$ cat src/rtl/vid_lock_monitor.sv
// vid_lock_monitor
//   Measures incoming video timing (clocks per line, lines per frame, DE
//   clocks per line, DE lines per frame) and declares lock once the same
//   measurement repeats for LOCK_FRAMES consecutive frames.
//
// Ports
//   clk, rst_n         pixel clock, asynchronous active-low reset
//   i_hs, i_vs, i_de   video timing inputs (sync polarity set by parameters)
//   o_h_total          clocks per line            (13 b)
//   o_v_total          lines per frame            (13 b)
//   o_h_active         DE clocks per line         (12 b)
//   o_v_active         DE lines per frame         (12 b)
//   o_frame_done       1-cycle pulse when a new measurement is presented
//   o_locked           timing stable
//   o_err_cnt          saturating count of lock losses
module vid_lock_monitor #(
  parameter logic HS_POLORY   = 1'b1,
  parameter logic VS_POLORY   = 1'b1,
  parameter int   LOCK_FRAMES = 3
) (
  input  logic        clk,
  input  logic        rst_n,
  input  logic        i_hs,
  input  logic        i_vs,
  input  logic        i_de,
  output logic [12:0] o_h_total,
  output logic [12:0] o_v_total,
  output logic [11:0] o_h_active,
  output logic [11:0] o_v_active,
  output logic        o_frame_done,
  output logic        o_locked,
  output logic [7:0]  o_err_cnt
);

  typedef enum logic [1:0] {IDLE, MEASURE, CHECK, LOCKED} state_e;

  typedef struct packed {
    logic [12:0] h_tot;
    logic [11:0] h_act;
    logic [12:0] v_tot;
    logic [11:0] v_act;
  } meas_t;

  localparam logic [3:0] LOCK_N = 4'(LOCK_FRAMES);

  // edge detect
  logic hs_q, vs_q;
  logic line_edge, frame_edge, line_de, timeout;

  // per-line / per-frame counters
  logic [12:0] h_cnt_q, h_cnt_d;
  logic [11:0] de_cnt_q, de_cnt_d;
  logic [12:0] h_tot_q, h_tot_d;
  logic [11:0] h_act_q, h_act_d;
  logic [11:0] v_act_q, v_act_d;
  logic [12:0] v_cnt_q, v_cnt_d;
  logic [12:0] to_cnt_q, to_cnt_d;

  // lock tracking
  state_e      state_q, state_d;
  meas_t       ref_q, ref_d, out_q, out_d, meas;
  logic [3:0]  mc_q, mc_d, mc_inc;
  logic        locked_q, locked_d, done_q, done_d;
  logic [7:0]  err_q, err_d, err_inc;
  logic        meas_sat, meas_ok;

  assign line_edge  = (i_hs == HS_POLORY) && (hs_q != HS_POLORY);
  assign frame_edge = (i_vs == VS_POLORY) && (vs_q != VS_POLORY);
  // a line closing on this edge with DE activity
  assign line_de    = line_edge && (de_cnt_q != '0);
  // 8192th line edge since the last frame edge
  assign timeout    = line_edge && !frame_edge && (&to_cnt_q);

  // The measurement latched at a frame edge is what was accumulated before
  // this cycle; a line edge in the same cycle starts line 1 of the new frame,
  // so its effects go to the fresh counters.
  assign meas     = {h_tot_q, h_act_q, v_cnt_q, v_act_q};
  assign meas_sat = (&h_tot_q) | (&h_act_q) | (&v_cnt_q) | (&v_act_q);
  assign meas_ok  = !meas_sat && (meas == ref_q);
  assign mc_inc   = mc_q + 4'd1;
  assign err_inc  = (&err_q) ? err_q : err_q + 8'd1;

  always_comb begin
    h_cnt_d  = h_cnt_q;
    de_cnt_d = de_cnt_q;
    h_tot_d  = h_tot_q;
    h_act_d  = h_act_q;
    v_act_d  = v_act_q;
    v_cnt_d  = v_cnt_q;
    to_cnt_d = to_cnt_q;
    if (line_edge) begin
      h_cnt_d  = 13'd1;
      de_cnt_d = {11'd0, i_de};
      h_tot_d  = h_cnt_q;
    end else begin
      if (!(&h_cnt_q))          h_cnt_d  = h_cnt_q + 13'd1;
      if (i_de && !(&de_cnt_q)) de_cnt_d = de_cnt_q + 12'd1;
    end
    if (frame_edge) begin
      v_cnt_d  = line_edge ? 13'd1 : 13'd0;
      v_act_d  = line_de ? 12'd1 : 12'd0;
      h_act_d  = line_de ? de_cnt_q : 12'd0;
      to_cnt_d = '0;
    end else begin
      if (line_edge && !(&v_cnt_q)) v_cnt_d = v_cnt_q + 13'd1;
      if (line_de) begin
        h_act_d = de_cnt_q;
        if (!(&v_act_q)) v_act_d = v_act_q + 12'd1;
      end
      // wraps to zero on the timeout edge, re-arming the watchdog
      if (line_edge) to_cnt_d = to_cnt_q + 13'd1;
    end
  end

  always_comb begin
    state_d  = state_q;
    ref_d    = ref_q;
    mc_d     = mc_q;
    locked_d = locked_q;
    err_d    = err_q;
    out_d    = out_q;
    done_d   = 1'b0;
    if (frame_edge) begin
      // the partial frame seen from IDLE is never reported
      if (state_q != IDLE) begin
        out_d  = meas;
        done_d = 1'b1;
      end
      case (state_q)
        IDLE:    state_d = MEASURE;
        MEASURE: begin
          ref_d   = meas;
          mc_d    = '0;
          state_d = CHECK;
        end
        CHECK: begin
          if (meas_ok) begin
            mc_d = mc_inc;
            if (mc_inc == LOCK_N) begin
              state_d  = LOCKED;
              locked_d = 1'b1;
            end
          end else begin
            ref_d = meas;
            mc_d  = '0;
          end
        end
        LOCKED: begin
          if (!meas_ok) begin
            locked_d = 1'b0;
            err_d    = err_inc;
            ref_d    = meas;
            mc_d     = '0;
            state_d  = CHECK;
          end
        end
        default: state_d = IDLE;
      endcase
    end else if (timeout) begin
      state_d  = IDLE;
      locked_d = 1'b0;
      mc_d     = '0;
      if (state_q == LOCKED) err_d = err_inc;
    end
  end

  always_ff @(posedge clk or negedge rst_n) begin
    if (!rst_n) begin
      hs_q     <= ~HS_POLORY;
      vs_q     <= ~VS_POLORY;
      h_cnt_q  <= '0;
      de_cnt_q <= '0;
      h_tot_q  <= '0;
      h_act_q  <= '0;
      v_act_q  <= '0;
      v_cnt_q  <= '0;
      to_cnt_q <= '0;
      state_q  <= IDLE;
      ref_q    <= '0;
      out_q    <= '0;
      mc_q     <= '0;
      locked_q <= 1'b0;
      err_q    <= '0;
      done_q   <= 1'b0;
    end else begin
      hs_q     <= i_hs;
      vs_q     <= i_vs;
      h_cnt_q  <= h_cnt_d;
      de_cnt_q <= de_cnt_d;
      h_tot_q  <= h_tot_d;
      h_act_q  <= h_act_d;
      v_act_q  <= v_act_d;
      v_cnt_q  <= v_cnt_d;
      to_cnt_q <= to_cnt_d;
      state_q  <= state_d;
      ref_q    <= ref_d;
      out_q    <= out_d;
      mc_q     <= mc_d;
      locked_q <= locked_d;
      err_q    <= err_d;
      done_q   <= done_d;
    end
  end

  assign o_h_total    = out_q.h_tot;
  assign o_h_active   = out_q.h_act;
  assign o_v_total    = out_q.v_tot;
  assign o_v_active   = out_q.v_act;
  assign o_frame_done = done_q;
  assign o_locked     = locked_q;
  assign o_err_cnt    = err_q;

endmodule

$ cat config.mk
export PLATFORM = sky130hd
export DESIGN_NAME = vid_lock_monitor
export DESIGN_NICKNAME = d
export VERILOG_FILES = /design/src/rtl/vid_lock_monitor.sv
export SDC_FILE = /design/constraint.sdc
export NUM_CORES = 1
export LEC_CHECK = 0
export ABC_AREA = 0
export ABC_CLOCK_PERIOD_IN_PS = 6600
export CAP_MARGIN = 10
export CORE_ASPECT_RATIO = 1.2
export CORE_MARGIN = 3
export CORE_UTILIZATION = 55
export CTS_BUF_LIST = sky130_fd_sc_hd__clkbuf_4
export DETAILED_ROUTE_END_ITERATION = 16
export GPL_ROUTABILITY_DRIVEN = 1
export PLACE_DENSITY = 0.75
export SLEW_MARGIN = 20
export SYNTH_ARGS = -nofsm -noshare
export SYNTH_HDL_FRONTEND = slang
export SYNTH_SLANG_ARGS = --single-unit
$ cat constraint.sdc
create_clock -name clk -period 6.6 [get_ports clk]
set_input_delay 0.99 -clock clk [delete_from_list [all_inputs] [get_ports clk]]
set_output_delay 0.99 -clock clk [all_outputs]
set_load 0.1 [all_outputs]
Word level (Yosys, flattened, before mapping)
Cells that the tools add are included.
{"block": "word_totals", "reg_bits": 206, "latchBits": 0, "ram_bits": 0, "mem_bits_ro": 0, "input_bits": 5, "output_inout_bits": 60, "elab_cells": 128, "memories": 0}
{"block": "classes", "n_addsub": 7, "n_mul": 0, "div": 0, "order_cmp": 0, "eq_ne": 14, "shift": 0, "muxes": 43, "bitwise": 5, "reduce_logical": 37}
{"operator": "50-bit one-hot mux with 2 select lines", "count": 1}
{"operator": "12-bit two-way mux", "count": 8}
{"operator": "13-bit two-way mux", "count": 6}
{"operator": "13-bit AND reduction", "count": 4}
{"operator": "50-bit == test", "count": 1}
{"operator": "50-bit two-way mux", "count": 1}
{"operator": "8-bit two-way mux", "count": 6}
{"operator": "13-bit by 1-bit adder with 13-bit output, second input constant", "count": 3}
{"operator": "12-bit AND reduction", "count": 3}
{"operator": "12-bit by 1-bit adder with 12-bit output, second input constant", "count": 2}
{"operator": "4-bit two-way mux", "count": 4}
{"operator": "2-bit nonzero test", "count": 7}
{"operator": "4-bit one-hot mux with 3 select lines", "count": 1}
{"operator": "12-bit nonzero test", "count": 1}
{"operator": "2-bit two-way mux", "count": 5}
{"operator": "1-bit two-way mux", "count": 9}
{"operator": "3-bit inequality test, second input constant", "count": 3}
{"operator": "3-bit AND reduction", "count": 3}
{"operator": "8-bit by 1-bit adder with 8-bit output, second input constant", "count": 1}
{"operator": "1-bit logical AND", "count": 8}
{"operator": "2-bit inequality test, second input constant", "count": 4}
{"operator": "2-bit one-hot mux with 4 select lines", "count": 1}
{"operator": "8-bit AND reduction", "count": 1}
{"operator": "5-bit AND reduction", "count": 1}
{"operator": "14 further kinds", "count": 22}

Longest topological paths before layout
Gate-level depths: netlist (run 1).
{"block": "depth", "word_depth": 9, "ltp_mapped": 10, "mapped_depth_nobuf": 9}

Worst setup path after synthesis (run 1)
No wires, ideal clock.
{"block": "synth_path", "path_type": "input to register", "start": "in i_hs", "end": "reg err_q[1], in the netlist o_err_cnt[1]", "setup_time_ns": 0.128, "t_arrival_ns": 2.354, "required_ns": 6.472, "slack_ns": 4.118, "path_stages": 7, "cell_sequence": "nor2b_1 nand3_1 nor4_4 a21o_4 o2111ai_4 a21o_1 mux2_1"}
{"block": "synth_between", "elab_chain_cells": 5}
{"element": "start, declared", "line_no": "23", "rtl": "input logic i_hs,"}
{"element": "1-bit logical AND", "line_no": "67", "rtl": "assign line_edge = (i_hs == HS_POLORY) && (hs_q != HS_POLORY);"}
{"element": "1-bit logical AND (2 in a row)", "line_no": "72", "rtl": "assign timeout = line_edge && !frame_edge && (&to_cnt_q);"}
{"element": "2-bit nonzero test (no source line)"}
{"element": "3-bit AND reduction (no source line)"}
{"element": "end signal, assigned", "line_no": "200", "rtl": "err_q <= err_d;"}
{"element": "end, declared", "line_no": "64", "rtl": "logic [7:0] err_q, err_d, err_inc;"}
Every way passes these cells.
A chain may end at the register's enable or synchronous reset.

Final worst setup path (run 1)
{"block": "layout_path", "start": "reg err_q[4], in the netlist o_err_cnt[4]", "end": "out o_err_cnt[4]"}
{"element": "end, declared", "line_no": "32", "rtl": "output logic [7:0] o_err_cnt"}
No word-level cell between the ends.

==> results of run 1 <==
## worst register-to-register path: stages, from the launching register on
cell,delay (ns)
dfrtp_1,0.46
xnor2_1,0.30
nand4_1,0.17
nor3_1,0.30
nand4_1,0.19
nor2_4,0.42
a21oi_4,0.10
buf_4,0.34
mux2_1,0.43
## logic make-up after synthesis
family | after synthesis
buffers and inverters | 63
xor gates and xnor gates | 105
muxes | 54
DFF | 206
AOI/OAI and AO/OA | 67
adders and majority gates | 9
and+or+nand+nor | 422
## metal layers
metal	wire (um)	global-route usage	part of all wire
met1	8310	0.275	0.45
met2	9170	0.337	0.49
met3	837	0.0412	0.045
met4	225	0.0662	0.012
met5	0	0	0
## layout make-up
| type | count | area (um^2) |
|---|---|---|
| clock buffers | 69 | 518 |
| fillers | 1365 | 5750 |
| flip-flops and latches | 206 | 5150 |
| diodes | 1 | 2.50 |
| clock inverters | 9 | 35.0 |
| well taps | 212 | 265 |
| multi-input cells | 657 | 4030 |
| repair buffers | 74 | 719 |
| inverters | 14 | 52.6 |
## flip-flops by register name, summed over array words and instances, names as in the netlist, 2 cells and up
register    flops
o_v_active     12
h_tot_q        13
state_q         2
ref_q          50
mc_q            4
v_cnt_q        13
h_cnt_q        13
to_cnt_q       13
v_act_q        12
o_h_active     12
de_cnt_q       12
o_err_cnt       8
o_v_total      13
h_act_q        12
o_h_total      13
## power groups by stage
stage | combinational (uW) | clock [uW] | sequential [uW]
floorplan | 343 | 0 | 1900
global placement | 888 | 0 | 1570
detailed placement | 902 | 0 | 1580
CTS | 906 | 977 | 1560
global route | 960 | 1050 | 1580
finish | 898 | 941 | 1560
## layout by cell type (no fill, tap or decap), types with 2 or more instances in the layout
cell	netlist	final
nor3_1	11	11
mux2i_1	3	3
clkinv_1	0	8
nand4b_1	2	2
xor2_1	44	44
nand4_1	27	27
clkbuf_4	0	69
dfrtp_1	206	206
o2111ai_1	2	2
and2_1	3	3
mux2_1	51	51
nand2_1	249	249
a31oi_1	3	3
or3_1	5	5
clkdlybuf4s50_1	0	63
nand2b_1	4	4
and3_1	7	7
nor2_1	65	65
nor4_4	2	2
a211oi_1	2	2
xnor2_1	61	61
a2111oi_2	4	4
buf_4	5	10
and4_1	3	3
inv_1	14	14
a21oi_1	14	14
ha_1	9	9
o211ai_1	2	2
nor4_1	9	9
nand3_1	23	23
o21ai_0	29	29
## metrics by stage
stage	setup WS [ns]	hold slack [ns]
2_1_floorplan	4.12	0.478
3_3_place_gp	3.05	0.457
4_1_cts	3.30	0.363
6_report	3.38	0.386
5_1_grt	3.29	0.384
3_5_place_dp	2.99	0.462
## how the worst min path moves through the flow
stage,endpoint,slack [ns],cells after the start
floorplan,ref_q[0],0.48,1
global placement,o_v_total[11],0.46,2
detailed placement,o_h_total[12],0.46,2
CTS,to_cnt_q[12],0.36,1
global route,h_cnt_q[1],0.38,1
finish,h_tot_q[1],0.39,1
## cell usage after synthesis, types with 2 or more instances
master and count:
and2_1 3, or3_1 5, nor2b_1 3, dfrtp_1 206
clkbuf_1 29, o2111ai_1 2, nor3_1 11, a2111oi_2 4
nor4_4 2, mux2_1 51, a211oi_1 2, nand4b_1 2
nand4_1 27, buf_2 7, ha_1 9, o21ai_0 29
nand2_1 249, o211ai_1 2, buf_1 7, mux2i_1 3
a21oi_1 14, inv_1 14, nand2b_1 4, nand3_1 23
and4_1 3, buf_4 5, and3_1 7, nor4_1 9
xnor2_1 61, a31oi_1 3, xor2_1 44, nor2_1 65
==> Implementation_results.wiki, run 1 <==
{| class="wikitable"
! Metric !! Value
|-
| Library cell with the largest summed area after synthesis || dfrtp_1
|-
| # placed instances || 1,163
|-
| Fin crit share || 0.488
|-
| CTS clock-pin slew for the worst setup and hold paths || 0.06 ns
|-
| Clock buffer depth || 3
|-
| Outcome || complete, no violations
|-
| Crit path to || o_err_cnt[4]
|-
| Total count of max-transition violations in the final report || 0
|-
| Vias in the first global route || 6,541
|-
| Headroom to the max-slew limit || 0.338
|-
| Endpoint kind of the worst setup timing path || output port
|-
| Overall fraction of global-route tracks in use || 0.205
|-
| Clock share of power || 0.277
|-
| Largest delay contributor family on the critical path || buffers and inverters
|-
| Compound-Gate Fraction of Synth Area || 0.0492
|-
| Sw Pwr || 1260 uW
|-
| Syn Inst Count || 926
|-
| Latest clock arrival within the worst-skew pair || 0.64 ns
|-
| Post-synth cell types || 53
|-
| Pre-antenna DRT Iters || 5
|-
| Starting utilization of the core area || 0.570
|-
| Maximum number of pins on one net before global-route repair || 81
|-
| Number of antenna violations at the first check in global routing || 1
|-
| Synthesized area per cell || 10.2 um^2
|-
| Register-to-register setup slack || 3.74 ns
|-
| Post-detailed-routing wire length || 18,500 um
|-
| Remaining number of nets flagged by the antenna check after routing || 0
|-
| DRC violation count after routing || 0
|-
| Library cell used as clock root buffer || clkbuf_4
|-
| Critical Path AT || 2.23 ns
|-
| Largest cells by area after synthesis || dfrtp_1, nand2_1, mux2_1
|-
| Worst reg2reg endpoint || ref_q[32]
|-
| Post_cts resized || 0
|-
| Syn_nets || 940
|-
| Maximum operating frequency || 0.310 GHz
|-
| Delay contributed by the slowest stage of the critical path || 1.17 ns
|-
| Total Nets Final || 1,018
|-
| Post-synth EDFFs || 0
|-
| Post-synthesis share of cell area spent on full adders, half adders and majority gates || 0.0119
|-
| Endpoints failing setup || 0
|-
| Transition time at the pin with the least slew margin || 0.990 ns
|-
| # H-tree levels || 2
|-
| Xor and xnor fraction of the mapped netlist area || 0.0976
|-
| Area delta synth->final || 14.3%
|-
| Critical Path Slowest Stage Cell || clkdlybuf4s50_1
|-
| Time the worst path needs with I/O delays and setup || 3.22 ns
|-
| Post-route cell area || 0.0108 mm^2
|-
| DP HPWL || 12,400 um
|-
| Cell area after placement || 0.0102 mm^2
|-
| Leakage power of the design || 0.00521 uW
|-
| Number of rows in the core area || 51
|-
| Maximum net fanout on the critical path || 5
|-
| Kind of path behind the tightest hold check || in -> async
|-
| Number of buffers inserted by port buffering || 64
|-
| Worst-case clock skew || 0.0389 ns
|-
| Data required time at the worst endpoint || 5.61 ns
|-
| Worst flop-to-flop path startpoint || v_act_q[3]
|-
| Height of the die || 149 um
|-
| Critical path depth || 1
|-
| Start point of the critical path || o_err_cnt[4]
|-
| Share of synthesized registers carrying an async set or reset || 1.00
|-
| Reg2Reg Depth || 8
|-
| Main combinational cell family by area after synthesis || simple AND/OR/NAND/NOR gates
|-
| Post-Layout Cell Count || 1,242
|-
| Ys Warns || 0
|-
| Cell breakdown of the critical path || clkdlybuf4s50_1
|-
| Postcts setup bufs || 0
|-
| Critical Setup Path Class || reg -> out
|-
| Setup repair after global routing missed its margin || false
|-
| Count of final hold-check violations || 0
|-
| RD Place Congestion || 0.821
|-
| Sequential group share of total power || 0.459
|-
| Overall die area || 0.0187 mm^2
|-
| Clock net sink count || 206
|-
| Die Wd || 126 um
|-
| Wire length of the first global-routing pass || 31,700 um
|-
| Power per standard cell area || 315 mW/mm^2
|-
| Via count || 6,576
|-
| Power Internal || 2140 uW
|-
| Setup total negative slack || 0 ns
|-
| Overflow left after global routing || 0
|-
| Switch share || 0.369
|-
| Max-cap violations || 0
|-
| Iteration-0 DRC count of the detailed router || 443
|-
| Comb pwr share || 0.264
|-
| Buf/Inv on CP || 1
|-
| Utilization of the core after routing || 0.652
|-
| Multiplexer share of the synthesized area || 0.0641
|-
| Average wire per cell in the routed design || 14.9 um
|-
| IO Pins || 65
|-
| CTS tree || yes
|-
| Cts bufs inserted || 51
|-
| Primary FF master, synth || dfrtp_1
|-
| Share of layout cells above drive strength 1 || 0.0982
|-
| Register bit total from synthesis || 206
|-
| Floorplan core area || 0.0165 mm^2
|-
| Per-cell via count in the routed design || 5.29
|-
| Max VDD drop || 194 uV
|-
| Area fraction of the dominant cell type after synthesis || 0.547
|-
| Overall power after layout || 3400 uW
|-
| Part of the Yosys area used for sequential elements || 0.547
|-
| Synth Cell Area || 0.00943 mm^2
|-
| Simple-Gate Fraction of Synth Area || 0.201
|-
| Kind of launch point of the worst setup path || flop
|-
| Cts hold-fix bufs || 0
|}
Power figures use the tool's default switching activity.
==> run 2: changes to the inputs <==
- ABC_CLOCK_PERIOD_IN_PS: 6600 -> 3300
- clock period: 6.6 -> 3.3 ns (I/O delays scaled with it)
==> Implementation_results.wiki, run 2 (synthesis gave the netlist of run 1 again) <==
{| class="wikitable"
! Metric !! Value
|-
| Outcome || complete, no violations
|-
| Max-cap violations || 0
|-
| Setup total negative slack || 0 ns
|-
| Maximum operating frequency || 0.345 GHz
|-
| Largest register by flop count || ref_q
|-
| Number of flip-flops under the largest register name || 50
|-
| Post-route cell area || 0.0109 mm^2
|-
| Start point of the critical path || h_tot_q[4]
|-
| Vias in the first global route || 6,719
|-
| Post-Layout Cell Count || 1,254
|-
| Kind of launch point of the worst setup path || flop
|-
| Setup repair after global routing missed its margin || false
|-
| Most common cell after layout, fill and taps aside || nand2_1
|-
| CTS clock-pin slew for the worst setup and hold paths || 0.07 ns
|-
| Crit path to || ref_q[46]
|-
| Share of layout cells above drive strength 1 || 0.109
|-
| Reg2Reg Depth || 9
|-
| Overall power after layout || 6820 uW
|-
| Time the worst path needs with I/O delays and setup || 2.90 ns
|-
| Commonest cells after routing, fill and taps aside || nand2_1, dfrtp_1, clkbuf_4
|-
| Floorplan core area || 0.0165 mm^2
|-
| Worst flop-to-flop path startpoint || h_tot_q[4]
|-
| Fin crit share || 0.879
|-
| Endpoints failing setup || 0
|-
| Comb pwr share || 0.267
|-
| Count of final hold-check violations || 0
|-
| Postcts setup bufs || 0
|-
| Height of the die || 149 um
|-
| Total Nets Final || 1,028
|-
| Headroom to the max-slew limit || 0.335
|-
| Clock share of power || 0.275
|-
| Endpoint kind of the worst setup timing path || flop
|-
| # H-tree levels || 2
|-
| # placed instances || 1,172
|-
| Max VDD drop || 366 uV
|-
| Total count of max-transition violations in the final report || 0
|-
| Wire length of the first global-routing pass || 33,000 um
|-
| Leakage power of the design || 0.00528 uW
|-
| Power per standard cell area || 627 mW/mm^2
|-
| RD Place Congestion || 0.818
|-
| Number of buffers inserted by port buffering || 64
|-
| Register-to-register setup slack || 0.40 ns
|-
| Starting utilization of the core area || 0.570
|-
| DRC violation count after routing || 0
|-
| Worst-case clock skew || 0.0339 ns
|-
| Sequential group share of total power || 0.457
|-
| DP HPWL || 13,100 um
|-
| Transition time at the pin with the least slew margin || 0.994 ns
|-
| Number of rows in the core area || 51
|-
| Number of antenna violations at the first check in global routing || 1
|-
| Cts bufs inserted || 51
|-
| Pre-antenna DRT Iters || 4
|-
| Overall fraction of global-route tracks in use || 0.215
|-
| Iteration-0 DRC count of the detailed router || 417
|-
| Post-detailed-routing wire length || 19,100 um
|-
| Per-cell via count in the routed design || 5.35
|-
| Via count || 6,703
|-
| Average wire per cell in the routed design || 15.2 um
|-
| Die Wd || 126 um
|-
| Kind of path behind the tightest hold check || in -> reg
|-
| Clock net sink count || 206
|-
| Switch share || 0.371
|-
| Overall die area || 0.0187 mm^2
|-
| Latest clock arrival within the worst-skew pair || 0.64 ns
|-
| Overflow left after global routing || 0
|-
| Critical Setup Path Class || reg -> reg
|-
| Maximum number of pins on one net before global-route repair || 91
|-
| Cell area after placement || 0.0103 mm^2
|-
| IO Pins || 65
|-
| Library cell used as clock root buffer || clkbuf_4
|-
| Power Internal || 4290 uW
|-
| Worst reg2reg endpoint || ref_q[46]
|-
| Remaining number of nets flagged by the antenna check after routing || 0
|-
| Sw Pwr || 2530 uW
|-
| Critical Path AT || 3.40 ns
|-
| Clock buffer depth || 3
|-
| CTS tree || yes
|-
| Area delta synth->final || 15.4%
|-
| Maximum net fanout on the critical path || 33
|-
| Data required time at the worst endpoint || 3.80 ns
|}
==> run 2: power groups by stage <==
stage	Sequential [uW]	Clock (uW)	Combinational (uW)
2_1_floorplan	3790	0	686
3_3_place_gp	3140	0	1810
3_5_place_dp	3160	0	1830
4_1_cts	3120	1950	1840
5_1_grt	3160	2080	1950
6_report	3120	1880	1820
==> run 2: worst max-delay path, cell delays in order (launching register included) <==
cell and delay, ns:
dfrtp_1 0.55, nand2_1 0.09, nor4_1 0.38, buf_4 0.19
nor4_1 0.04, nand3_1 0.15, nor2_4 0.12, a21oi_4 0.57
buf_12 0.30, mux2_1 0.36
==> run 2: cell type report <==
cell class | instances | area, um^2
Multi-Input combinational cell | 657 | 4030
Clock inverter | 12 | 45.0
Antenna cell | 1 | 2.50
Timing Repair Buffer | 84 | 817
Tap cell | 212 | 265
Sequential cell | 206 | 5150
Inverter | 14 | 52.6
Fill cell | 1309 | 5650
Clock buffer | 68 | 510
==> run 2: worst min-delay path by stage <==
stage	startpoint	end	cells after the start
final	i_hs	hs_q	1
after global routing	i_hs	hs_q	1
after CTS	i_hs	hs_q	1
after detailed placement	o_v_active[7]	o_v_active[7]	2
after global placement	o_v_active[5]	o_v_active[5]	2
after floorplan	rst_n	de_cnt_q[0]	0
==> run 2: metal layers <==
| metal | wire length [um] | global-route usage | share of wire |
|---|---|---|---|
| met1 | 8510 | 0.288 | 0.45 |
| met2 | 9420 | 0.353 | 0.49 |
| met3 | 799 | 0.0423 | 0.042 |
| met4 | 384 | 0.0732 | 0.020 |
| met5 | 0 | 0 | 0 |
==> run 2: what timing repair did <==
item                      CTS  global route
resized for setup           0             0
hold endpoints to repair   87             0
hold buffers                1             0
==> run 2: per-stage QoR <==
stage | util | hold WS (ns) | worst slack (ns)
final | 0.658 | 0.358 | 0.399
after global routing | 0.658 | 0.328 | 0.182
after CTS | 0.658 | 0.309 | 0.382
after detailed placement | 0.624 | 0.461 | 0.393
after global placement | 0.624 | 0.457 | 0.481
after floorplan | - | 0.199 | 0.974
==> run 3: changes to the inputs <==
- CAP_MARGIN: 10 -> 0
- DONT_BUFFER_PORTS: default -> 1
- MAX_ROUTING_LAYER: default -> met4
- PLACE_DENSITY: 0.75 -> 0.7
==> Implementation_results.wiki, run 3 (synthesis gave the netlist of run 1 again) <==
{| class="wikitable"
! Metric !! Value
|-
| Outcome || finished, violations left
|-
| Failing checks || hold timing
|-
| Cts hold-fix bufs || 3
|-
| CTS clock-pin slew for the worst setup and hold paths || 0.06 ns
|-
| Latest clock arrival within the worst-skew pair || 0.64 ns
|-
| Per-cell via count in the routed design || 5.41
|-
| Number of buffers inserted by port buffering || 0
|-
| Largest register by flop count || ref_q
|-
| Setup repair after global routing missed its margin || false
|-
| Utilization of the core after routing || 0.618
|-
| Overflow left after global routing || 0
|-
| Pre-antenna DRT Iters || 5
|-
| Worst Hold Margin || -0.429 ns
|-
| Via count || 6,426
|-
| Clock share of power || 0.281
|-
| Power Internal || 4090 uW
|-
| Transition time at the pin with the least slew margin || 0.913 ns
|-
| Sw Pwr || 2440 uW
|-
| Remaining number of nets flagged by the antenna check after routing || 0
|-
| Floorplan core area || 0.0165 mm^2
|-
| Headroom to the max-slew limit || 0.391
|-
| Register-to-register setup slack || 0.55 ns
|-
| Fin crit share || 0.834
|-
| Vias in the first global route || 6,440
|-
| Endpoints failing setup || 0
|-
| IO Pins || 65
|-
| Maximum net fanout on the critical path || 50
|-
| Number of flip-flops under the largest register name || 50
|-
| Post_cts resized || 0
|-
| Power per standard cell area || 639 mW/mm^2
|-
| Die Wd || 126 um
|-
| CTS tree || yes
|-
| Reg2Reg Depth || 9
|-
| Wire length of the first global-routing pass || 31,800 um
|-
| Filler instances || 1,415
|-
| RD Place Congestion || 0.837
|-
| Total count of max-transition violations in the final report || 0
|-
| Setup total negative slack || 0 ns
|-
| Worst-case clock skew || 0.0389 ns
|-
| Commonest cells after routing, fill and taps aside || nand2_1, dfrtp_1, clkbuf_4
|-
| Share of layout cells above drive strength 1 || 0.109
|-
| Number of antenna violations at the first check in global routing || 1
|-
| Sequential group share of total power || 0.575
|-
| Starting utilization of the core area || 0.570
|-
| Total Nets Final || 966
|-
| Kind of path behind the tightest hold check || in -> async
|-
| Overall die area || 0.0187 mm^2
|-
| Area delta synth->final || 8.40%
|-
| Clock buffer depth || 3
|-
| Data required time at the worst endpoint || 3.79 ns
|-
| Endpoint kind of the worst setup timing path || flop
|-
| Clock net sink count || 206
|-
| Max VDD drop || 431 uV
|-
| Maximum number of pins on one net before global-route repair || 207
|-
| Critical Path AT || 3.24 ns
|-
| # H-tree levels || 2
|-
| Comb pwr share || 0.145
|-
| Average wire per cell in the routed design || 15.9 um
|-
| Most common cell after layout, fill and taps aside || nand2_1
|-
| DRC violation count after routing || 0
|-
| Count of final hold-check violations || 206
|-
| Sequential cell area || 0.00515 mm^2
|-
| Maximum operating frequency || 0.363 GHz
|-
| Worst flop-to-flop path startpoint || v_act_q[0]
|-
| Time the worst path needs with I/O delays and setup || 2.75 ns
|-
| DP HPWL || 12,300 um
|-
| Library cell used as clock root buffer || clkbuf_4
|-
| Number of rows in the core area || 51
|-
| Post-detailed-routing wire length || 18,900 um
|-
| Iteration-0 DRC count of the detailed router || 402
|-
| Overall fraction of global-route tracks in use || 0.213
|-
| Kind of launch point of the worst setup path || flop
|-
| Switch share || 0.373
|-
| Cts bufs inserted || 50
|-
| Worst reg2reg endpoint || ref_q[44]
|-
| Leakage power of the design || 0.00504 uW
|-
| Postcts setup bufs || 0
|-
| Total area of multi-input combinational cells || 0.00403 mm^2
|-
| Max-cap violations || 0
|-
| Height of the die || 149 um
|-
| Critical Setup Path Class || reg -> reg
|}
-- run 3: changes by cell type in the layout (fill, tap and decap cells not counted) --
cell,before,now
clkdlybuf4s50_1,61,0
inv_2,3,0
buf_12,2,0
clkbuf_4,68,66
dlygate4sd3_1,1,3
buf_4,19,20
clkbuf_8,1,0
nor2b_2,1,0
nor2b_4,1,2
-- run 3: worst max-delay path by stage --
stage                       startpoint           end  depth (start not counted)
after detailed placement    v_act_q[0]     ref_q[44]                          9
after floorplan           o_err_cnt[0]  o_err_cnt[1]                          5
after CTS                   v_act_q[0]     ref_q[44]                          9
after global placement      v_act_q[0]     ref_q[18]                          9
final                       v_act_q[0]     ref_q[44]                          9
after global routing        v_act_q[0]     ref_q[44]                          9
-- run 3: power groups by stage --
stage                     Sequential [uW]  Combinational (uW)  Clock [uW]
final                                3750                 946        1830
after global routing                 3800                1060        2030
after CTS                            3750                 959        1900
after detailed placement             3800                 948           0
after global placement               3780                 929           0
after floorplan                      3790                 686           0
-- run 3: stage by stage --
step	total power (uW)	cells	worst slack (ns)	area [um^2]	hold slack [ns]
final	6530	1188	0.548	10200	-0.429
after detailed placement	4740	1109	0.553	9660	0.206
after floorplan	4480	926	0.974	9430	0.199
after CTS	6610	1187	0.533	10200	-0.489
after global placement	4710	1109	0.568	9660	0.208
after global routing	6890	1188	0.350	10200	-0.496
-- run 3: critical path: stages, from the launching register on --
cell	delay [ns]
dfrtp_1	0.51
ha_1	0.24
nand4_1	0.10
nor3_1	0.33
nor4_1	0.11
nand3_1	0.15
nor2_4	0.06
a21oi_4	0.13
buf_4	0.58
mux2_1	0.39
-- run 3: routing by layer --
metal  vias up  share of wire  track usage
li1       3148              -            -
met1      3119           0.46        0.273
met2       128           0.48        0.339
met3        31          0.044       0.0426
met4         0          0.019       0.0797
met5         -              0            -
-- run 3: final cells by class --
type / instances / area share
antenna: 1 / 0.000245
timing repair buffer: 23 / 0.0176
inverter: 14 / 0.00514
tap: 212 / 0.0260
sequential: 206 / 0.505
clock buffer: 66 / 0.0485
multi-input combinational: 657 / 0.395
clock inverter: 9 / 0.00331
